## config.mk

```make
export PLATFORM = sky130hd
export DESIGN_NAME = mem_stage
export DESIGN_NICKNAME = d
export VERILOG_FILES = /design/src/rtl/mem_stage.sv
export SDC_FILE = /design/constraint.sdc
export NUM_CORES = 1
export LEC_CHECK = 0
export BUFFER_PORTS_ARGS = -buffer_cell sky130_fd_sc_hd__buf_2
export CAP_MARGIN = 20
export CORE_AREA = 2 2 167 169
export DETAILED_ROUTE_END_ITERATION = 12
export DIE_AREA = 0 0 169 171
export HOLD_SLACK_MARGIN = 0.15
export MAX_ROUTING_LAYER = met4
export PLACE_DENSITY = 0.59
export SYNTH_ARGS = -nofsm -noshare
export SYNTH_HDL_FRONTEND = slang
export SYNTH_SLANG_ARGS = --single-unit
```

## constraint.sdc

```tcl
create_clock -name clk -period 6.6 [get_ports clk]
set_input_delay 0.66 -clock clk [delete_from_list [all_inputs] [get_ports clk]]
set_output_delay 0.66 -clock clk [all_outputs]
set_load 0.02 [all_outputs]
```

## src/rtl/mem_stage.sv

```systemverilog
// ============================================================================
// Module   : mem_stage
// Brief    : Memory-access pipeline stage. Registers the EX->MEM bus, holds
//            SRAM read data across stalls, extracts/extends sub-word loads and
//            drives the MEM->WB and MEM->ID buses.
// Options  : MEM_ADEL_CHECK_EN enables misaligned-load detection (adel).
// Revision : 1.0 - initial release
// ============================================================================
`default_nettype none

module mem_stage #(
  parameter int STALL_W  = 6,
  parameter int EX_MEM_W = 146,
  parameter int MEM_WB_W = 136,
  parameter int MEM_ID_W = 104
) (
  input  logic                clk,
  input  logic                rst,
  input  logic [STALL_W-1:0]  stall,
  input  logic [EX_MEM_W-1:0] ex_to_mem_bus,
  input  logic [31:0]         data_sram_rdata,
  output logic [MEM_WB_W-1:0] mem_to_wb_bus,
  output logic [MEM_ID_W-1:0] mem_to_id_bus,
  output logic                adel
);

  localparam logic [3:0] c_LD_LW  = 4'b1111;
  localparam logic [3:0] c_LD_LB  = 4'b0001;
  localparam logic [3:0] c_LD_LBU = 4'b0010;
  localparam logic [3:0] c_LD_LH  = 4'b0011;
  localparam logic [3:0] c_LD_LHU = 4'b0100;

  logic [EX_MEM_W-1:0] r_bus;
  logic                r_fresh;
  logic [31:0]         r_rdata_hold;

  // r_fresh marks the first cycle after r_bus loaded, when the SRAM output
  // still belongs to this instruction; afterwards the captured copy is used.
  always_ff @(posedge clk) begin
    if (rst) begin
      r_bus        <= '0;
      r_fresh      <= 1'b0;
      r_rdata_hold <= '0;
    end else begin
      if (r_fresh) begin
        r_rdata_hold <= data_sram_rdata;
      end
      if (stall[3] && !stall[4]) begin
        r_bus   <= '0;
        r_fresh <= 1'b1;
      end else if (!stall[3]) begin
        r_bus   <= ex_to_mem_bus;
        r_fresh <= 1'b1;
      end else begin
        r_fresh <= 1'b0;
      end
    end
  end

  logic [3:0]  w_readen;
  logic        w_hi_we;
  logic        w_lo_we;
  logic [31:0] w_hi;
  logic [31:0] w_lo;
  logic [31:0] w_pc;
  logic        w_ram_en;
  logic [3:0]  w_ram_wen;
  logic        w_sel_rf_res;
  logic        w_rf_we;
  logic [4:0]  w_rf_waddr;
  logic [31:0] w_ex_result;
  logic [1:0]  w_addr_lo;

  assign w_readen     = r_bus[145:142];
  assign w_hi_we      = r_bus[141];
  assign w_lo_we      = r_bus[140];
  assign w_hi         = r_bus[139:108];
  assign w_lo         = r_bus[107:76];
  assign w_pc         = r_bus[75:44];
  assign w_ram_en     = r_bus[43];
  assign w_ram_wen    = r_bus[42:39];
  assign w_sel_rf_res = r_bus[38];
  assign w_rf_we      = r_bus[37];
  assign w_rf_waddr   = r_bus[36:32];
  assign w_ex_result  = r_bus[31:0];
  assign w_addr_lo    = w_ex_result[1:0];

  logic [31:0] w_ld_word;
  logic [7:0]  w_byte;
  logic [15:0] w_half;
  logic [31:0] w_ld_value;
  logic [31:0] w_rf_wdata;

  assign w_ld_word = r_fresh ? data_sram_rdata : r_rdata_hold;

  always_comb begin
    w_byte = w_ld_word[7:0];
    case (w_addr_lo)
      2'b00:   w_byte = w_ld_word[7:0];
      2'b01:   w_byte = w_ld_word[15:8];
      2'b10:   w_byte = w_ld_word[23:16];
      default: w_byte = w_ld_word[31:24];
    endcase
  end

  assign w_half = w_addr_lo[1] ? w_ld_word[31:16] : w_ld_word[15:0];

  // Unlisted readen codes (including stores) fall back to a full word.
  always_comb begin
    w_ld_value = w_ld_word;
    case (w_readen)
      c_LD_LB:  w_ld_value = {{24{w_byte[7]}}, w_byte};
      c_LD_LBU: w_ld_value = {24'h000000, w_byte};
      c_LD_LH:  w_ld_value = {{16{w_half[15]}}, w_half};
      c_LD_LHU: w_ld_value = {16'h0000, w_half};
      default:  w_ld_value = w_ld_word;
    endcase
  end

  assign w_rf_wdata = w_sel_rf_res ? w_ld_value : w_ex_result;

  logic w_adel;

`ifdef MEM_ADEL_CHECK_EN
  always_comb begin
    w_adel = 1'b0;
    if (w_sel_rf_res) begin
      if (w_readen == c_LD_LW && w_addr_lo != 2'b00) begin
        w_adel = 1'b1;
      end else if ((w_readen == c_LD_LH || w_readen == c_LD_LHU) && w_addr_lo[0]) begin
        w_adel = 1'b1;
      end
    end
  end
`else
  assign w_adel = 1'b0;
`endif

  logic w_rf_we_out;

  assign w_rf_we_out = w_rf_we & ~w_adel;
  assign adel        = w_adel;

  assign mem_to_wb_bus = {w_hi_we, w_lo_we, w_hi, w_lo, w_pc,
                          w_rf_we_out, w_rf_waddr, w_rf_wdata};

  assign mem_to_id_bus = {w_rf_we_out, w_rf_waddr, w_rf_wdata,
                          w_hi_we, w_lo_we, w_hi, w_lo};

  // Fields that this stage carries but does not consume.
  logic w_unused;
  assign w_unused = ^{stall[STALL_W-1:5], stall[2:0], w_ram_en, w_ram_wen};

endmodule

`default_nettype wire

```

==> impl_metrics.tcl, run 1 <==
set metrics [dict create \
    cts.repair.resized 0 \
    synthTopCellsByArea "dfxtp_1, mux2i_1, buf_4" \
    r2r_start "r_fresh" \
    fill_cells 2822 \
    peakVddDrop_uv 123 \
    die_area_mm2 0.0289 \
    end_kind "output port" \
    rrSetupSlack_ps 4870 \
    holdPathEnd "r_fresh" \
    fmax_mhz 221 \
    syn_to_final_growth_pct 15.0 \
    chipHeight_um 171 \
    cp-start-kind "register" \
    synth_edf_count 0 \
    drive_gt1_share_pct 44.4 \
    clockRootBuffer "clkbuf_16" \
    status "completed" \
    drtAntennaViolNets 0 \
    crit_start "r_bus[1]" \
    clk_latency_ps 430 \
    min_path_cells 2 \
    syn_nets 1145 \
    fin_crit_sh_pct 68.7 \
    route.detailed.drc 0 \
    grtUsageTotal_pct 17.2 \
    slew_headroom_pct 33.1 \
    crit_chain "clkinv_1 > mux4_2 > o22a_1 > buf_4 > a31oi_1 > buf_2" \
    synth_top_area_cell "dfxtp_1" \
    rows 61 \
    vias 6873 \
    hpwl_mm 18.9 \
    yosys_warnings 0 \
    max_cap_viol_count 0 \
    hp-start "stall[4]" \
    dieWidth_um 169 \
    power_mw 2.70 \
    multi_input_area_mm2 0.00375 \
    nets 1318 \
    crit_buf_inv 3 \
    cp.required_ps 5940 \
    cts_made_buffers 17 \
    power.leakage_nw 5.39 \
    power-per-cell-area_mw_per_mm2 259 \
    antenna_found_initial 2 \
    io_pins 427 \
    cts_hold_buf 0 \
    cp_max_fo 24 \
    postCtsSetupBuffers 0 \
    coreArea_mm2 0.0273 \
    finalCriticalPeriod_ps 4530 \
    grt_pass1_vias 6277 \
    cts.clk_slew.worst_paths_ps 80 \
    grt_setup_unrepaired "false" \
    cp_top_family "buffers and inverters" \
    r2r_cells 3 \
    async_reset_ff_share_pct 0 \
    slowest_stage "clkinv_1" \
    overflow 0 \
    wl_per_cell_um 17.0 \
    initial_utilization_pct 33.2 \
    cts_sinks 174 \
    critical_path_depth 6 \
    setup-violations-final 0 \
    tightest_slew_ps 1000 \
    worstHoldPathType "primary input to register" \
    synth.distinct_cells 40 \
    synth.cell_area_mm2 0.00908 \
    critPathMaxStageDelay_ps 760 \
    vias_per_cell 4.60 \
    skew_ps 8.35 \
    gp_congestion 0.803 \
    worstReg2RegEnd "r_rdata_hold[30]" \
    grt_max_degree 72 \
    numPortBuffers 416 \
    synthCells 959 \
    synthDominantCellAreaShare_pct 38.4 \
    drv_slew 0 \
    grt_pass1_wl_mm 36.7 \
    routed_wl_mm 25.4 \
    htreeDepth 4 \
    setup_tns_ps 0 \
    first_pass_iters 4 \
    worst-setup-path-type "register to output port" \
    yosysSeqAreaShare_pct 38.4 \
    cts_tree "done" \
    drtIter0Drc 289 \
    avgSynthCellArea_um2 9.47 \
    synth_ff_type "dfxtp_1" \
    regArea_mm2 0.00349 \
    crit_arrival_ps 3870 \
    final_hold_viol_count 0 \
    cts_buffer_depth 2 \
    ys_ff_latch 174 \
]
[synth_stat cells (8+ instances only)]
cell type	number
a21oi_1	11
a22o_1	15
a31oi_4	8
buf_4	209
clkbuf_1	50
dfxtp_1	174
mux2_2	16
mux2i_1	166
mux4_2	8
nand2_1	16
nor2_1	186
nor2b_1	13
o22ai_1	8
[layout by cell type (no fill, tap or decap), drive strengths merged, types with 2 or more instances in the layout]
master / count
o211ai: 7
clkbuf: 19
o22ai: 8
nor2: 186
buf: 424
mux2: 16
nand3b: 3
a22o: 15
a31o: 7
nand2: 16
a21oi: 13
o21bai: 3
a21o: 2
clkinv: 6
a2111oi: 7
inv: 11
mux2i: 166
nor2b: 13
nand4: 7
diode: 2
a31oi: 14
dfxtp: 174
mux4: 8
or2: 7
o21a: 3
[routing by layer]
metal / up-vias / global-route usage (%) / part of all wire [%]
met5: - / - / 0
met4: 0 / 4.72 / 1.8
met3: 24 / 4.02 / 6.4
met2: 277 / 29.7 / 50
met1: 3200 / 20.1 / 42
li1: 3372 / - / -
[cell type report]
cell class	instances	area share, %
clock inverter	14	1.56
antenna	2	0.0480
sequential	174	33.4
inverter	3	0.108
tap	346	4.15
multi-input combinational	511	35.9
clock buffer	18	4.11
timing repair buffer	425	20.7
[power by group]
group | leakage (nW) | internal [mW] | switching (mW) | total (mW)
clock network | 0.289 | 0.514 | 0.515 | 1.03
registers | 1.43 | 1.10 | 0.0384 | 1.14
logic | 3.67 | 0.209 | 0.321 | 0.529
total | 5.39 | 1.83 | 0.874 | 2.70
[stage by stage]
step	instance area (um^2)	hold WS, ps	std cells	utilization, %	setup slack, ps
6_report	10400	411	1493	38.2	2070
4_1_cts	10400	381	1488	38.1	1990
2_1_floorplan	9080	455	959	-	3550
3_3_place_gp	9820	470	1456	35.9	2500
5_1_grt	10400	419	1493	38.2	1850
3_5_place_dp	9820	479	1456	35.9	2460
[cells by family (layout without fill, tap and decap cells)]
| kind of cell | after synthesis | in the layout | share of synthesized area [%] |
|---|---|---|---|
| other cells | 1 | 3 | 0.0413 |
| simple gates | 235 | 235 | 10.7 |
| buf+inv | 274 | 460 | 20.4 |
| flops | 174 | 174 | 38.4 |
| compound gates | 84 | 84 | 8.15 |
| xor+xnor | 1 | 1 | 0.0965 |
| mux | 190 | 190 | 22.3 |
[flip-flops by register name (all words and copies together) (netlist names)]
register and count:
r_fresh 1, r_bus 141, r_rdata_hold 32
[worst max-delay path by stage]
stage / to / slack [ps]
after global placement: mem_to_id_bus[85] / 2500
after detailed placement: mem_to_id_bus[85] / 2460
after global routing: mem_to_id_bus[85] / 1850
after floorplan: mem_to_wb_bus[15] / 3550
final: mem_to_id_bus[85] / 2070
after CTS: mem_to_id_bus[85] / 1990
Note: power is estimated with default switching activity, not from simulation.
==> run 2, diff against run 1 <==
- clock period: 6.6 -> 4.5 ns (I/O delays scaled with it)
==> run 2 against run 1 <==
Die area stayed put. Critical path depth is the same. Worst hold slack worse by 200 ps. Largest cell class unchanged. Combinational power grew 48%. Global-route usage about the same. Largest power group unchanged. Flip-flop and latch count is the same. Via count grew 0.25%. Power rose by 47%.
==> impl_metrics.tcl, run 2 (synthesis gave the netlist of run 1 again) <==
set metrics [dict create \
    worstHoldPathType "primary input to register" \
    r2r_start "r_fresh" \
    htreeDepth 4 \
    p_clk_share_pct 37.9 \
    placed_cells 1462 \
    gp_congestion 0.822 \
    clk_latency_ps 420 \
    post-place-ws_ps 862 \
    peakVddDrop_uv 179 \
    fin_crit_sh_pct 83.0 \
    layout_commonest_cell "buf_2" \
    seqPwrFrac_pct 42.3 \
    final_hold_viol_count 0 \
    numPortBuffers 416 \
    power.leakage_nw 5.42 \
    max_cap_viol_count 0 \
    vias 6890 \
    grtUsageTotal_pct 17.2 \
    syn_to_final_growth_pct 15.8 \
    worstReg2RegEnd "r_rdata_hold[30]" \
    cp-start-kind "register" \
    layout.cells.non_filler 1500 \
    min_path_cells 2 \
    wl_per_cell_um 17.0 \
    cts_made_buffers 17 \
    antenna_found_initial 6 \
    p_comb_share_pct 19.8 \
    grt_max_degree 97 \
    cts_sinks 174 \
    netSwitchingFraction_pct 32.3 \
    dieWidth_um 169 \
    cts_tree "done" \
    skew_ps 6.27 \
    top_regs "r_bus x141, r_rdata_hold x32, r_fresh x1" \
    drive_gt1_share_pct 44.7 \
    holdWs_ps 209 \
    end_kind "output port" \
    power.switching_mw 1.28 \
    tightest_slew_ps 1040 \
    largest_reg_flops 141 \
    setup_slack_ps 765 \
    routed_wl_mm 25.5 \
    grt_pass1_wl_mm 36.7 \
    coreArea_mm2 0.0273 \
    internal_power_mw 2.68 \
    grt_pass1_vias 6391 \
    cts_hold_buf 0 \
    route.detailed.drc 0 \
    max_flop_register "r_bus" \
    r2r_cells 3 \
    worst-setup-path-type "register to output port" \
    setup_tns_ps 0 \
    initial_utilization_pct 33.2 \
    cts_buffer_depth 2 \
    nets 1323 \
    io_pins 427 \
    hp-start "stall[4]" \
    first_pass_iters 4 \
    layout_common_cells "buf_2, nor2_1, dfxtp_1" \
    cts.clk_slew.worst_paths_ps 80 \
    rows 61 \
    die_area_mm2 0.0289 \
    holdPathEnd "r_fresh" \
    drv_slew 0 \
    hpwl_mm 18.9 \
    power-per-cell-area_mw_per_mm2 377 \
    setup-violations-final 0 \
    finalCriticalPeriod_ps 3740 \
    postCtsSetupBuffers 0 \
    drtIter0Drc 242 \
    fmax_mhz 268 \
    chipHeight_um 171 \
    crit_arrival_ps 3290 \
    slew_headroom_pct 30.4 \
    cp_max_fo 14 \
    rrSetupSlack_ps 2730 \
    grt_setup_unrepaired "false" \
    cts.repair.resized 0 \
    clockRootBuffer "clkbuf_16" \
    status "completed" \
    power_mw 3.96 \
    cp.required_ps 4050 \
    drtAntennaViolNets 0 \
    vias_per_cell 4.59 \
    crit_start "r_fresh" \
    overflow 0 \
]
==> run 2: how the worst max path moves through the flow <==
stage / cells past startpoint / slack, ps / endpoint
3_3_place_gp: 5 / 730 / mem_to_id_bus[81]
6_report: 6 / 760 / mem_to_id_bus[81]
4_1_cts: 5 / 370 / mem_to_id_bus[81]
2_1_floorplan: 7 / 1780 / mem_to_wb_bus[15]
3_5_place_dp: 5 / 860 / mem_to_id_bus[81]
5_1_grt: 7 / 640 / mem_to_wb_bus[19]
==> run 2: metrics by stage <==
stage	utilization (%)	cell area, um^2
2_1_floorplan	-	9080
3_3_place_gp	36.1	9870
3_5_place_dp	36.2	9880
4_1_cts	38.4	10500
5_1_grt	38.5	10500
6_report	38.5	10500
==> run 2: per-layer routing <==
metal,up-vias,global-route usage [%],share of wire (%)
li1,3393,-,-
met1,3190,19.2,40
met2,286,30.4,51
met3,21,4.72,7.2
met4,0,4.35,1.6
met5,-,-,0
==> run 2: power by group through the flow <==
stage                     clock, mW  sequential [mW]  combinational (mW)
after floorplan                   0             1.69               0.651
after global placement            0             1.71               0.784
after detailed placement          0             1.71               0.791
after CTS                      1.56             1.67               0.792
after global routing           1.63             1.69               0.846
final                          1.50             1.67               0.785
==> run 2: layout make-up <==
cell class | count | area, um^2
flip-flops and latches | 174 | 3490
diodes | 4 | 10.0
well taps | 346 | 433
clock inverters | 15 | 176
fillers | 2818 | 16800
clock buffers | 17 | 425
inverters | 3 | 11.3
repair buffers | 430 | 2220
multi-input cells | 511 | 3750
==> run 2: worst max-delay path: stages, from the launching register on <==
cell	delay, ps
dfxtp_2	600
mux2i_1	130
buf_4	170
mux4_2	590
o22a_1	490
a41oi_1	590
buf_2	270
==> run 3, diff against run 2 <==
- clock period: 4.5 -> 3.5 ns (I/O delays scaled with it)
==> run 3 against run 2 <==
Via count rose by 7.0%. Critical path type unchanged. First-iteration DRC count grew 81%. Die area stayed put. Cell count increased by 8.2%. Cell area is 12% higher. Utilization up 4.6 points. Non-clock buffer count rose by 126. Clock skew grew 2.8 ps. Sequential power is 29% higher. Global-route usage up 1.3 points.
==> impl_metrics.tcl, run 3 (synthesis gave the netlist of run 1 again) <==
set metrics [dict create \
    io_pins 427 \
    cp-start-kind "register" \
    first_pass_iters 5 \
    worst-setup-path-type "register to output port" \
    numPortBuffers 416 \
    seqPwrFrac_pct 41.3 \
    finalCriticalPeriod_ps 3260 \
    final_core_utilization_pct 43.1 \
    wl_per_cell_um 16.7 \
    overflow 0 \
    setup_slack_ps 237 \
    power_mw 5.22 \
    htreeDepth 4 \
    fmax_mhz 306 \
    clk_latency_ps 420 \
    layout_commonest_cell "buf_2" \
    cts_buffer_depth 2 \
    power-per-cell-area_mw_per_mm2 444 \
    vias 7372 \
    final_hold_viol_count 0 \
    setup-violations-final 0 \
    internal_power_mw 3.54 \
    cts_tree "done" \
    holdWs_ps 171 \
    postCtsSetupBuffers 0 \
    p_comb_share_pct 21.6 \
    max_flop_register "r_bus" \
    power.leakage_nw 5.95 \
    largest_reg_flops 141 \
    slew_headroom_pct 47.4 \
    drv_slew 0 \
    gp_congestion 0.786 \
    cts_made_buffers 17 \
    slowest_stage "mux4_2" \
    rows 61 \
    drive_gt1_share_pct 40.3 \
    nets 1449 \
    die_area_mm2 0.0289 \
    max_cap_viol_count 0 \
    clockRootBuffer "clkbuf_16" \
    initial_utilization_pct 33.2 \
    drtIter0Drc 438 \
    grtUsageTotal_pct 18.5 \
    fin_crit_sh_pct 93.2 \
    peakVddDrop_uv 266 \
    tightest_slew_ps 790 \
    coreArea_mm2 0.0273 \
    drtAntennaViolNets 0 \
    skew_ps 9.10 \
    grt_max_degree 93 \
    fin_area_mm2 0.0118 \
    grt_pass1_vias 7150 \
    cp.required_ps 3150 \
    hpwl_mm 18.9 \
    p_clk_share_pct 37.1 \
    netSwitchingFraction_pct 32.2 \
    route.detailed.drc 0 \
    critPathMaxStageDelay_ps 630 \
    vias_per_cell 4.54 \
    setup_tns_ps 0 \
    routed_wl_mm 27.1 \
    grt_setup_unrepaired "false" \
    top_regs "r_bus x141, r_rdata_hold x32, r_fresh x1" \
    worstHoldPathType "primary input to register" \
    end_kind "output port" \
    cp_max_fo 16 \
    dieWidth_um 169 \
    layout_common_cells "buf_2, nor2_1, dfxtp_1" \
    syn_to_final_growth_pct 29.7 \
    crit_chain "mux2i_1 > mux4_2 > o22a_1 > buf_4 > a31oi_1 > buf_2" \
    layout.cells.non_filler 1623 \
    status "completed" \
    chipHeight_um 171 \
    crit_arrival_ps 2910 \
    grt_pass1_wl_mm 40.1 \
    post-place-ws_ps 526 \
    power.switching_mw 1.68 \
    place_area_mm2 0.00991 \
    cts_sinks 174 \
    antenna_found_initial 1 \
    cts.clk_slew.worst_paths_ps 70 \
    placed_cells 1465 \
]
## run 3: changes by cell type in the layout (fill, tap and decap cells not counted), sizes merged
| cell | before | now |
|---|---|---|
| clkbuf | 18 | 19 |
| clkinv | 10 | 9 |
| buf | 429 | 430 |
| diode | 4 | 1 |
| inv | 7 | 8 |
| clkinvlp | 1 | 0 |
| dlygate4sd3 | 0 | 125 |
## run 3: layer usage
| layer | vias to the layer above | wire, um | GRT usage (%) |
|---|---|---|---|
| li1 | 3635 | - | - |
| met1 | 3449 | 11100 | 20.6 |
| met2 | 264 | 14200 | 33.9 |
| met3 | 24 | 1200 | 2.80 |
| met4 | 0 | 558 | 5.83 |
| met5 | - | 0 | - |
## run 3: path summary, 6_finish.rpt
| kind | from | end | slack [ps] | depth (start not counted) |
|---|---|---|---|---|
| hold reg to reg | r_bus[71] | r_bus[71] | 490 | 2 |
| hold / removal | ex_to_mem_bus[72] | r_bus[72] | 170 | 3 |
| setup / recovery | r_fresh | mem_to_id_bus[85] | 240 | 6 |
| setup reg to reg | r_fresh | r_rdata_hold[29] | 2010 | 3 |
## run 3: power by group through the flow
stage | logic, mW | clock network (mW) | registers (mW)
after CTS | 1.13 | 2.01 | 2.16
after detailed placement | 1.02 | 0 | 2.20
after global routing | 1.21 | 2.09 | 2.17
after global placement | 1.01 | 0 | 2.20
final | 1.13 | 1.94 | 2.16
after floorplan | 0.837 | 0 | 2.17
## run 3: cell type report
cell class | instances | area [um^2]
Multi-Input combinational cell | 511 | 3750
Clock buffer | 18 | 429
Tap cell | 346 | 433
Sequential cell | 174 | 3490
Fill cell | 2660 | 15600
Timing Repair Buffer | 556 | 3480
Antenna cell | 1 | 2.50
Clock inverter | 14 | 173
Inverter | 3 | 11.3
## run 3: repair_timing
action	in CTS	in global routing
hold buffers	125	0
hold endpoints to repair	125	0
setup endpoints to repair	0	4
gates resized for setup	0	2
## run 3: worst max-delay path, delay by kind of cell (launching register included)
| family | cells | cell delay, ps |
|---|---|---|
| multiplexers | 2 | 850 |
| buffers and inverters | 2 | 490 |
| AO/OA/AOI/OAI | 2 | 640 |
| flip-flops | 1 | 500 |
